<file path="config.mk">
export PLATFORM = sky130hd
export DESIGN_NAME = sni_uart_flat
export DESIGN_NICKNAME = d
export VERILOG_FILES = /design/src/rtl/sni_uart_pkg.sv /design/src/rtl/sni_uart_if.sv /design/src/rtl/sni_uart_rx.sv /design/src/rtl/sni_uart.sv /design/src/flat_wrapper.sv
export SDC_FILE = /design/constraint.sdc
export NUM_CORES = 1
export LEC_CHECK = 0
export CAP_MARGIN = 20
export CORE_ASPECT_RATIO = 1.2
export CORE_MARGIN = 2
export CORE_UTILIZATION = 50
export DETAILED_ROUTE_END_ITERATION = 10
export PLACE_DENSITY = 0.75
export SLEW_MARGIN = 20
export SYNTH_ARGS = -nofsm -noshare
export SYNTH_HDL_FRONTEND = slang
export SYNTH_SLANG_ARGS = --single-unit
</file>
<file path="constraint.sdc">
create_clock -name clk -period 2.2 [get_ports clk]
set_input_delay 0.66 -clock clk [delete_from_list [all_inputs] [get_ports clk]]
set_output_delay 0.66 -clock clk [all_outputs]
set_load 0.02 [all_outputs]
</file>
<file path="src/rtl/sni_uart_pkg.sv">
// Shared types and constants for the SNI serial transceiver.
package sni_uart_pkg;

    localparam int DATA_BITS     = 8;
    localparam int FRAME_ERR_BIT = 8;
    localparam int OVERRUN_BIT   = 9;

    // Extra cycles TX spends in WAIT before it first looks at the
    // synchronised cts_n. This keeps the launch latency equal to the
    // synchroniser depth, whether cts_n was already low or not.
    localparam int TX_WAIT_DWELL = 2;

    typedef enum logic [2:0] {
        RX_IDLE,
        RX_START,
        RX_DATA,
        RX_STOP,
        RX_BREAK,
        RX_HAND
    } rxState_t;

    typedef enum logic [2:0] {
        TX_IDLE,
        TX_WAIT,
        TX_START,
        TX_DATA,
        TX_STOP
    } txState_t;

    // Packs a received byte and the sticky status flags into the engine word.
    function automatic logic [15:0] buildStatus(input logic [7:0] data,
                                                input logic       frameErr,
                                                input logic       overrun);
        logic [15:0] status;
        status                = '0;
        status[7:0]           = data;
        status[FRAME_ERR_BIT] = frameErr;
        status[OVERRUN_BIT]   = overrun;
        return status;
    endfunction

endpackage

</file>
<file path="src/rtl/sni_uart_if.sv">
// Engine-side port bundle of the SNI transceiver: receive-buffer write
// port, transmit request and the two interrupt-style strobes.
interface sni_uart_if;
    import sni_uart_pkg::*;

    logic        rbf;
    logic        rxint;
    logic [15:0] rdata_m;
    logic        tdata_i;
    logic [15:0] tdata_m;
    logic        txint;

    // The command engine drives requests and observes the strobes.
    modport master (
        output rbf,
        output tdata_i,
        output tdata_m,
        input  rxint,
        input  rdata_m,
        input  txint
    );

    // The transceiver consumes requests and drives the strobes.
    modport slave (
        input  rbf,
        input  tdata_i,
        input  tdata_m,
        output rxint,
        output rdata_m,
        output txint
    );

endinterface

</file>
<file path="src/rtl/sni_uart_rx.sv">
// 8N1 receiver: input synchroniser, mid-bit sampling FSM, sticky
// frame-error/overrun flags and the one-cycle hand-over to the engine.
module sni_uart_rx
    import sni_uart_pkg::*;
#(
    parameter int CLKS_PER_BIT = 186
) (
    input  logic        clk,
    input  logic        reset_n,
    input  logic        i_rxd,
    input  logic        i_rbf,
    output logic        o_rxint,
    output logic [15:0] o_rdataM
);

    localparam int CNT_W = $clog2(CLKS_PER_BIT);
    localparam logic [CNT_W-1:0] HALF_LOAD = CNT_W'(CLKS_PER_BIT / 2 - 1);
    localparam logic [CNT_W-1:0] FULL_LOAD = CNT_W'(CLKS_PER_BIT - 1);

    logic [1:0]       r_rxSync;
    rxState_t         r_state;
    logic [CNT_W-1:0] r_cnt;
    logic [2:0]       r_bitIdx;
    logic [7:0]       r_shift;
    logic             r_frameErr;
    logic             r_overrun;
    logic [15:0]      r_rdata;

    rxState_t         w_stateNext;
    logic [CNT_W-1:0] w_cntNext;
    logic [2:0]       w_bitIdxNext;
    logic [7:0]       w_shiftNext;
    logic             w_frameErrNext;
    logic             w_overrunNext;
    logic [15:0]      w_rdataNext;
    logic             w_rxd;
    logic             w_midBit;

    assign w_rxd    = r_rxSync[1];
    assign w_midBit = (r_cnt == '0);

    // Two-flop synchroniser for the asynchronous line; resets to idle-high.
    always_ff @(posedge clk or negedge reset_n) begin
        if (!reset_n) begin
            r_rxSync <= 2'b11;
        end else begin
            r_rxSync <= {r_rxSync[0], i_rxd};
        end
    end

    // State and datapath registers for the receive FSM.
    always_ff @(posedge clk or negedge reset_n) begin
        if (!reset_n) begin
            r_state    <= RX_IDLE;
            r_cnt      <= '0;
            r_bitIdx   <= '0;
            r_shift    <= '0;
            r_frameErr <= 1'b0;
            r_overrun  <= 1'b0;
            r_rdata    <= '0;
        end else begin
            r_state    <= w_stateNext;
            r_cnt      <= w_cntNext;
            r_bitIdx   <= w_bitIdxNext;
            r_shift    <= w_shiftNext;
            r_frameErr <= w_frameErrNext;
            r_overrun  <= w_overrunNext;
            r_rdata    <= w_rdataNext;
        end
    end

    // Next-state logic: the bit counter hits zero at the middle of each bit,
    // which is where the line is sampled. The engine word is loaded on entry
    // to HAND so it is already valid while rxint is high.
    always_comb begin
        w_stateNext    = r_state;
        w_cntNext      = r_cnt;
        w_bitIdxNext   = r_bitIdx;
        w_shiftNext    = r_shift;
        w_frameErrNext = r_frameErr;
        w_overrunNext  = r_overrun;
        w_rdataNext    = r_rdata;

        case (r_state)
            RX_IDLE: begin
                if (!w_rxd) begin
                    w_stateNext = RX_START;
                    w_cntNext   = HALF_LOAD;
                end
            end
            RX_START: begin
                if (w_midBit) begin
                    if (w_rxd) begin
                        w_stateNext = RX_IDLE;
                    end else begin
                        w_stateNext  = RX_DATA;
                        w_cntNext    = FULL_LOAD;
                        w_bitIdxNext = '0;
                    end
                end else begin
                    w_cntNext = r_cnt - 1'b1;
                end
            end
            RX_DATA: begin
                if (w_midBit) begin
                    w_shiftNext = {w_rxd, r_shift[7:1]};
                    w_cntNext   = FULL_LOAD;
                    if (r_bitIdx == 3'(DATA_BITS - 1)) begin
                        w_stateNext = RX_STOP;
                    end else begin
                        w_bitIdxNext = r_bitIdx + 1'b1;
                    end
                end else begin
                    w_cntNext = r_cnt - 1'b1;
                end
            end
            RX_STOP: begin
                if (w_midBit) begin
                    if (!w_rxd) begin
                        w_frameErrNext = 1'b1;
                        w_stateNext    = RX_BREAK;
                    end else if (i_rbf) begin
                        w_overrunNext = 1'b1;
                        w_stateNext   = RX_IDLE;
                    end else begin
                        w_rdataNext = buildStatus(r_shift, r_frameErr, r_overrun);
                        w_stateNext = RX_HAND;
                    end
                end else begin
                    w_cntNext = r_cnt - 1'b1;
                end
            end
            RX_BREAK: begin
                if (w_rxd) begin
                    w_stateNext = RX_IDLE;
                end
            end
            RX_HAND: begin
                w_stateNext = RX_IDLE;
            end
            default: begin
                w_stateNext = RX_IDLE;
            end
        endcase
    end

    assign o_rxint  = (r_state == RX_HAND);
    assign o_rdataM = r_rdata;

endmodule

</file>
<file path="src/rtl/sni_uart.sv">
// SNI serial transceiver top: RTS/CTS flow control, the receiver
// sub-module and the inline 8N1 transmitter.
module sni_uart
    import sni_uart_pkg::*;
#(
    parameter int CLKS_PER_BIT = 186
) (
    input  logic     clk,
    input  logic     reset_n,
    input  logic     rxd,
    output logic     txd,
    input  logic     cts_n,
    output logic     rts_n,
    sni_uart_if.slave eng
);

    localparam int CNT_W = $clog2(CLKS_PER_BIT);
    localparam logic [CNT_W-1:0] FULL_LOAD  = CNT_W'(CLKS_PER_BIT - 1);
    localparam logic [CNT_W-1:0] DWELL_LOAD = CNT_W'(TX_WAIT_DWELL);

    logic [1:0]       r_ctsSync;
    logic             r_rts;
    txState_t         r_txState;
    logic [CNT_W-1:0] r_txCnt;
    logic [2:0]       r_txBitIdx;
    logic [7:0]       r_txShift;
    logic             r_txd;
    logic             r_txint;

    txState_t         w_txStateNext;
    logic [CNT_W-1:0] w_txCntNext;
    logic [2:0]       w_txBitIdxNext;
    logic [7:0]       w_txShiftNext;
    logic             w_txdNext;
    logic             w_txintNext;
    logic             w_cts;
    logic             w_txCntZero;
    logic             w_unusedTdataHi;

    assign w_cts       = r_ctsSync[1];
    assign w_txCntZero = (r_txCnt == '0);

    // The upper byte of the transmit word carries nothing for the line.
    assign w_unusedTdataHi = &{1'b0, eng.tdata_m[15:8]};

    sni_uart_rx #(
        .CLKS_PER_BIT (CLKS_PER_BIT)
    ) u_rx (
        .clk      (clk),
        .reset_n  (reset_n),
        .i_rxd    (rxd),
        .i_rbf    (eng.rbf),
        .o_rxint  (eng.rxint),
        .o_rdataM (eng.rdata_m)
    );

    // Synchronise cts_n and register the buffer-full flag as rts_n.
    always_ff @(posedge clk or negedge reset_n) begin
        if (!reset_n) begin
            r_ctsSync <= 2'b11;
            r_rts     <= 1'b1;
        end else begin
            r_ctsSync <= {r_ctsSync[0], cts_n};
            r_rts     <= eng.rbf;
        end
    end

    // State and datapath registers for the transmit FSM; txd idles high.
    always_ff @(posedge clk or negedge reset_n) begin
        if (!reset_n) begin
            r_txState  <= TX_IDLE;
            r_txCnt    <= '0;
            r_txBitIdx <= '0;
            r_txShift  <= '0;
            r_txd      <= 1'b1;
            r_txint    <= 1'b0;
        end else begin
            r_txState  <= w_txStateNext;
            r_txCnt    <= w_txCntNext;
            r_txBitIdx <= w_txBitIdxNext;
            r_txShift  <= w_txShiftNext;
            r_txd      <= w_txdNext;
            r_txint    <= w_txintNext;
        end
    end

    // Next-state logic: txd is registered from the next-state decision so
    // each line level lasts exactly CLKS_PER_BIT cycles. cts_n is only
    // consulted in WAIT; a frame in flight always runs to its stop bit.
    always_comb begin
        w_txStateNext  = r_txState;
        w_txCntNext    = r_txCnt;
        w_txBitIdxNext = r_txBitIdx;
        w_txShiftNext  = r_txShift;
        w_txdNext      = r_txd;
        w_txintNext    = r_txint;

        case (r_txState)
            TX_IDLE: begin
                w_txdNext = 1'b1;
                if (eng.tdata_i) begin
                    w_txShiftNext = eng.tdata_m[7:0];
                    w_txintNext   = 1'b1;
                    w_txCntNext   = DWELL_LOAD;
                    w_txStateNext = TX_WAIT;
                end
            end
            TX_WAIT: begin
                if (!w_txCntZero) begin
                    w_txCntNext = r_txCnt - 1'b1;
                end else if (!w_cts) begin
                    w_txdNext     = 1'b0;
                    w_txCntNext   = FULL_LOAD;
                    w_txStateNext = TX_START;
                end
            end
            TX_START: begin
                if (w_txCntZero) begin
                    w_txdNext      = r_txShift[0];
                    w_txShiftNext  = {1'b0, r_txShift[7:1]};
                    w_txBitIdxNext = '0;
                    w_txCntNext    = FULL_LOAD;
                    w_txStateNext  = TX_DATA;
                end else begin
                    w_txCntNext = r_txCnt - 1'b1;
                end
            end
            TX_DATA: begin
                if (w_txCntZero) begin
                    w_txCntNext = FULL_LOAD;
                    if (r_txBitIdx == 3'(DATA_BITS - 1)) begin
                        w_txdNext     = 1'b1;
                        w_txStateNext = TX_STOP;
                    end else begin
                        w_txdNext      = r_txShift[0];
                        w_txShiftNext  = {1'b0, r_txShift[7:1]};
                        w_txBitIdxNext = r_txBitIdx + 1'b1;
                    end
                end else begin
                    w_txCntNext = r_txCnt - 1'b1;
                end
            end
            TX_STOP: begin
                if (w_txCntZero) begin
                    w_txintNext   = 1'b0;
                    w_txStateNext = TX_IDLE;
                end else begin
                    w_txCntNext = r_txCnt - 1'b1;
                end
            end
            default: begin
                w_txdNext     = 1'b1;
                w_txintNext   = 1'b0;
                w_txStateNext = TX_IDLE;
            end
        endcase
    end

    assign txd       = r_txd;
    assign rts_n     = r_rts;
    assign eng.txint = r_txint;

endmodule
</file>
<file path="src/flat_wrapper.sv">
// flat-port wrapper written by rule: the top's interface ports become plain ports
module sni_uart_flat import sni_uart_pkg::*;
#(
    parameter int CLKS_PER_BIT = 186
)
  (clk, reset_n, rxd, txd, cts_n, rts_n, eng_rbf, eng_tdata_i, eng_tdata_m, eng_rxint, eng_rdata_m, eng_txint);
  sni_uart_if eng_i ();
  input  logic clk;
  input  logic reset_n;
  input  logic rxd;
  output logic txd;
  input  logic cts_n;
  output logic rts_n;
  input wire logic [$bits(eng_i.rbf)-1:0] eng_rbf;
  input wire logic [$bits(eng_i.tdata_i)-1:0] eng_tdata_i;
  input wire logic [$bits(eng_i.tdata_m)-1:0] eng_tdata_m;
  output wire logic [$bits(eng_i.rxint)-1:0] eng_rxint;
  output wire logic [$bits(eng_i.rdata_m)-1:0] eng_rdata_m;
  output wire logic [$bits(eng_i.txint)-1:0] eng_txint;
  assign eng_i.rbf = eng_rbf;
  assign eng_i.tdata_i = eng_tdata_i;
  assign eng_i.tdata_m = eng_tdata_m;
  assign eng_rxint = eng_i.rxint;
  assign eng_rdata_m = eng_i.rdata_m;
  assign eng_txint = eng_i.txint;
  sni_uart #(.CLKS_PER_BIT(CLKS_PER_BIT)) u_core (.clk(clk), .reset_n(reset_n), .rxd(rxd), .txd(txd), .cts_n(cts_n), .rts_n(rts_n), .eng(eng_i));
endmodule
</file>
# After elaboration in Yosys (flattened, before gate mapping)
# Cells that the tools add are included.
# word_totals
register_bits,63
latchBits,0
mem_bits_rw,0
mem_bits_ro,0
output_inout_bits,20
elab_cells,131
n_memories,0
# op_classes
add_sub_neg,4
multipliers,0
n_div,0
order_cmp,0
eq_ne,31
n_shift,0
muxes,52
bitwise_logic,4
n_reduce_logical,24
# op_table
cell,n
8-bit two-way mux,14
8-bit case mux with 4 select lines,2
3-bit two-way mux,21
3-bit case mux with 5 select lines,2
"2-bit inequality test, second input constant",13
8-bit case mux with 3 select lines,1
4-bit AND reduction,5
8-bit logical NOT,2
"8-bit by 1-bit subtractor with 8-bit output, second input constant",2
"3-bit equality test, second input constant",5
5-bit AND reduction,3
"3-bit by 2-bit equality test with 1-bit output, second input constant",4
3-bit case mux with 2 select lines,2
"2-bit by 1-bit inequality test with 1-bit output, second input constant",5
4-bit nonzero test,2
1-bit two-way mux,7
7-bit AND reduction,1
"3-bit by 1-bit adder with 3-bit output, second input constant",2
"3-bit by 1-bit equality test with 1-bit output, second input constant",2
3-bit logical NOT,2
"3-bit inequality test, second input constant",2
3-bit AND reduction,2
6-bit AND reduction,1
1-bit inverter,4
other kinds (8),9

# Depth between registers and ports, before layout
# Gate-level depths: netlist of the first run.
# depth
ltp_word,4
mapped_depth,7
mapped_depth_nobuf,6

# Hierarchy
# From an unflattened synthesis of the first run, not the netlist that was laid out.
# unflattened
hier_cells,328
area_unflattened_um2,3490.8
# by_module_without_submodules
mod,n_inst,cells_each,area_each_um2,seq_area_each_um2
sni_uart_rx,1,158,1795.5,903.4
sni_uart,1,170,1695.4,680.7

# Worst setup path before layout of the first run
# OpenSTA, ideal clock, no wires.
# synth_timing
path_type,flip-flop to flip-flop
start,reg u_core.r_txCnt[0]
end,reg u_core.r_txShift[0]
setup_ns,0.125
arrival_ns,1.984
required_time_ns,2.075
slack_ns,0.091
stages_incl_launch_ff,7
path_buffers,0
synth_period_minus_slack_ns,2.109
path_cell_list,dfrtp_1 inv_1 ha_1 nor4b_4 a31oi_1 o31ai_4 mux2_2
# synth_via
elab_chain_cells,3
elab_cells_between_ends,4
classes_between,eq/ne: 2; reduce/logical: 2
# synth_rtl
item,line,text
from (decl),sni_uart.sv:24,logic [CNT_W-1:0] r_txCnt;
from (signal assigned),sni_uart.sv:79,r_txCnt <= w_txCntNext;
8-bit logical NOT (*),sni_uart.sv:41,assign w_txCntZero = (r_txCnt == '0);
2-bit by 1-bit inequality test with 1-bit output (no source line),-,
5-bit AND reduction (no source line) (*),-,
to (signal assigned),sni_uart.sv:81,r_txShift <= w_txShiftNext;
to (decl),sni_uart.sv:26,logic [7:0] r_txShift;
# Every way passes the cells marked *; elsewhere a longest branch is shown, timed or not.
# A chain may end at the register's enable or synchronous reset.

# Worst setup path after layout of the first run
# layout_timing
start,"reg u_core.r_txd, in the netlist u_core.txd"
end,out txd
# layout_lines
item,line,text
from (decl),sni_uart.sv:27,logic r_txd;
from (signal assigned),sni_uart.sv:82,r_txd <= w_txdNext;
to (decl),flat_wrapper.sv:11,output logic txd;
# No word-level cell between the ends.

==> impl_metrics.tcl, run 1 <==
set metrics [dict create \
    powerDensity_nw_per_um2 1060 \
    placement.cell_area_um2 3970 \
    synthesis.yosys.warnings 0 \
    worst_hold_slack_ns 0.282 \
    synth_edf_count 0 \
    routed-wl-met3_um 279 \
    clk_path_buf_depth 2 \
    area_growth_pct 22.9 \
    num-fill-cells 541 \
    insertedDiodeCount 0 \
    tritoncts "yes" \
    clkSinkCount 63 \
    place_congestion 0.877 \
    synth-seq-cells 63 \
    clk_root_buffer_cell "sky130_fd_sc_hd__clkbuf_8" \
    port-buffer-count 27 \
    grt_setup_unrepaired "no" \
    worst-endpoint-required_ns 1.54 \
    groute.usage.overall_pct 20.5 \
    highest-signal-layer "met4" \
    worstRegToRegCells 7 \
    via_count_of_the_first_global_routing_pass 2627 \
    final_min_period_over_clock_period_pct 97.3 \
    tritoncts.num_buffers 9 \
    syn-mean-instance-area_um2 10.4 \
    clock_h_tree_levels 3 \
    drtAntennaViolNets 0 \
    final.setup_skew_ns 0.00907 \
    synth.distinct_cells 72 \
    postSynth.topFlopCell "sky130_fd_sc_hd__dfrtp_1" \
    r2r_start "u_core.r_txCnt[0]" \
    place_worst_setup_slack_ns -0.0179 \
    cp_slowest_cell "sky130_fd_sc_hd__clkdlybuf4s50_1" \
    finalCoreUtilization_pct 62.6 \
    met2_length_um 3590 \
    routed_wl_um 7120 \
    synth_seq_area_share_pct 46.2 \
    worstSetupPathType "reg -> out" \
    detail_route.wl_per_cell_um 15.0 \
    worstSetupEndpointType "primary output" \
    finalMaxSlewViolations 0 \
    worst_voltage_drop_across_the_vdd_grid_uv 637 \
    design.portCount 42 \
    initial_core_util_pct 51.0 \
    arrival_ns 1.48 \
    antenna_found_initial 0 \
    drv_cap 0 \
    critical_path_buf_inv_count 1 \
    drc 0 \
    clock_insertion_delay_worst_skew_ns 0.34 \
    finalCriticalPeriod_ns 2.14 \
    gr-total-overflow 0 \
    leak_pwr_nw 1.89 \
    drt_iter0_markers 115 \
    initial_drt_pass_iterations 4 \
    grt_first_pass_wirelength_um 12200 \
    rows 33 \
    design.die.area_um2 7540 \
    critical_path.reg2reg.endpoint "u_core.r_txShift[3]" \
    routed_via_density 5.71 \
    fin_tns_setup_ns 0 \
    clock.fmax_ghz 0.467 \
    timing.critical_path.max_delay_family "buffers and inverters" \
    clk_transition_reported_paths_ns 0.08 \
    fin_nets 411 \
    sort_of_element_at_the_start_of_the_critical_path "flip-flop" \
    timing.final.setup_violations 0 \
    r2r_setup_slack_ns 0.11 \
    async_reset_ff_share_pct 100 \
    netlist_area_um2 3430 \
    final_layout_size_suffix_gt1_share_pct 26.6 \
    post_synth_inst_count 330 \
    die_width_um 79.6 \
    fin_ws_ns 0.0583 \
    core_area_um2 6730 \
    grt_max_degree 24 \
    final-hold-violation-count 0 \
    status "finished, final reports clean" \
    timing.slew.headroom_pct 45.6 \
    layout.cell_area.non_filler_um2 4210 \
    die-height_um 94.7 \
    worst_path_largest_cell_delay_ns 0.60 \
    path_max_fanout 3 \
    met1_length_um 3150 \
    hpwlAfterDp_um 5030 \
    worst_hold_path_type "in -> async" \
    cts_hold_buf 0 \
    worst_slew_pin_slew_ns 0.810 \
    via_count 2707 \
    cells_traversed_along_the_worst_timing_path "clkdlybuf4s50_1" \
]
stage by stage:
step                total power, W  cells
floorplan                  0.00279    335
global placement           0.00323    458
detailed placement         0.00328    458
CTS                        0.00445    474
global route               0.00477    474
finish                     0.00447    474
synth_stat cells, types with 6 or more instances:
cell	instances	area, um2
sky130_fd_sc_hd__a21oi_1	17	85.1
sky130_fd_sc_hd__a22o_1	6	52.6
sky130_fd_sc_hd__buf_4	6	45.0
sky130_fd_sc_hd__clkbuf_1	11	41.3
sky130_fd_sc_hd__dfrtp_1	57	1430
sky130_fd_sc_hd__dfstp_2	6	158
sky130_fd_sc_hd__ha_1	7	87.6
sky130_fd_sc_hd__inv_1	13	48.8
sky130_fd_sc_hd__mux2_2	26	293
sky130_fd_sc_hd__nand2_1	33	124
sky130_fd_sc_hd__nand3_1	7	35.0
sky130_fd_sc_hd__nor2_1	17	63.8
sky130_fd_sc_hd__o21ai_0	16	80.1
how the worst max path moves through the flow:
stage | startpoint | endpoint | slack (ns) | cells after the start
floorplan | u_core.r_txCnt[0] | u_core.r_txShift[0] | 0.09 | 6
global placement | eng_tdata_i | u_core.r_txShift[5] | -0.02 | 6
finish | u_core.txd | txd | 0.06 | 1
detailed placement | eng_tdata_i | u_core.r_txCnt[7] | -0.02 | 6
CTS | u_core.txd | txd | 0.04 | 1
global route | u_core.txd | txd | 0.009 | 1
per-layer routing:
| layer | vias to the layer above | track usage [%] |
|---|---|---|
| li1 | 1313 | - |
| met1 | 1326 | 26.8 |
| met2 | 58 | 34.2 |
| met3 | 10 | 4.11 |
| met4 | 0 | 6.61 |
| met5 | - | 0 |
kinds of logic after synthesis:
family	after synthesis	synth area share, %
AO/OA/AOI/OAI	88	19.3
XOR/XNOR	3	0.766
adder cells (fa/ha/maj)	7	2.55
buffers and inverters	36	4.71
flip-flops	63	46.2
multiplexers	27	8.83
other	1	0.109
AND/OR/NAND/NOR	105	17.5
power breakdown:
| part | switching [W] | total [W] | internal [W] | leakage [nW] |
|---|---|---|---|---|
| combinational | 0.000824 | 0.00159 | 0.000764 | 0.995 |
| sequential | 0.000293 | 0.00173 | 0.00143 | 0.787 |
| clock | 0.000511 | 0.00116 | 0.000650 | 0.110 |
final cells by class:
type                       instances  area [um2]  share of cell area, %
multi-input combinational        236        1720                   40.8
sequential                        63        1580                   37.6
timing repair buffer              58         522                   12.4
clock buffer                       9         124                   2.94
tap                               87         109                   2.58
clock inverter                     7         103                   2.43
inverter                          14        52.6                   1.25
state kept, by name, summed over array words and instances (netlist names):
| register | flops |
|---|---|
| u_core.txd | 1 |
| u_core.u_rx.r_frameErr | 1 |
| u_core.eng.txint | 1 |
| u_core.r_txBitIdx | 3 |
| u_core.u_rx.o_rdataM | 10 |
| u_core.r_txState | 3 |
| u_core.u_rx.r_bitIdx | 3 |
| u_core.r_txShift | 8 |
| u_core.rts_n | 1 |
| u_core.r_ctsSync | 2 |
| u_core.u_rx.r_cnt | 8 |
| u_core.u_rx.r_rxSync | 2 |
| u_core.r_txCnt | 8 |
| u_core.u_rx.r_overrun | 1 |
| u_core.u_rx.r_state | 3 |
| u_core.u_rx.r_shift | 8 |
placed cells by master (no fill, tap or decap), types with 5 or more instances in the layout:
| master | instances |
|---|---|
| sky130_fd_sc_hd__clkbuf_8 | 9 |
| sky130_fd_sc_hd__nor3_1 | 5 |
| sky130_fd_sc_hd__ha_1 | 6 |
| sky130_fd_sc_hd__a21oi_1 | 17 |
| sky130_fd_sc_hd__o21ai_0 | 15 |
| sky130_fd_sc_hd__clkdlybuf4s50_1 | 25 |
| sky130_fd_sc_hd__nand3_1 | 7 |
| sky130_fd_sc_hd__inv_1 | 13 |
| sky130_fd_sc_hd__dfrtp_1 | 57 |
| sky130_fd_sc_hd__nor2b_1 | 5 |
| sky130_fd_sc_hd__buf_4 | 29 |
| sky130_fd_sc_hd__a22o_1 | 6 |
| sky130_fd_sc_hd__o31ai_1 | 5 |
| sky130_fd_sc_hd__nor2_1 | 16 |
| sky130_fd_sc_hd__nand4_1 | 5 |
| sky130_fd_sc_hd__mux2_2 | 26 |
| sky130_fd_sc_hd__nand2_1 | 33 |
| sky130_fd_sc_hd__conb_1 | 6 |
| sky130_fd_sc_hd__dfstp_2 | 6 |
repair_timing:
item	4_1_cts	5_1_grt
cloned	0	0
pin swaps	0	1
resized for setup	1	6
endpoints found under the setup margin	1	16
buffers inserted	0	0
(Power assumes the default switching activity.)
==> run 2: changes to the inputs <==
--- a/config.mk
+++ b/config.mk
@@ -10,8 +10,9 @@
 export CORE_MARGIN = 2
 export CORE_UTILIZATION = 50
 export DETAILED_ROUTE_END_ITERATION = 10
+export HOLD_SLACK_MARGIN = 0.06
 export PLACE_DENSITY = 0.75
-export SLEW_MARGIN = 20
+export SLEW_MARGIN = 40
 export SYNTH_ARGS = -nofsm -noshare
 export SYNTH_HDL_FRONTEND = slang
 export SYNTH_SLANG_ARGS = --single-unit
==> results of run 2 <==
The final DEF is identical to that of run 1; final timing and power are the same.
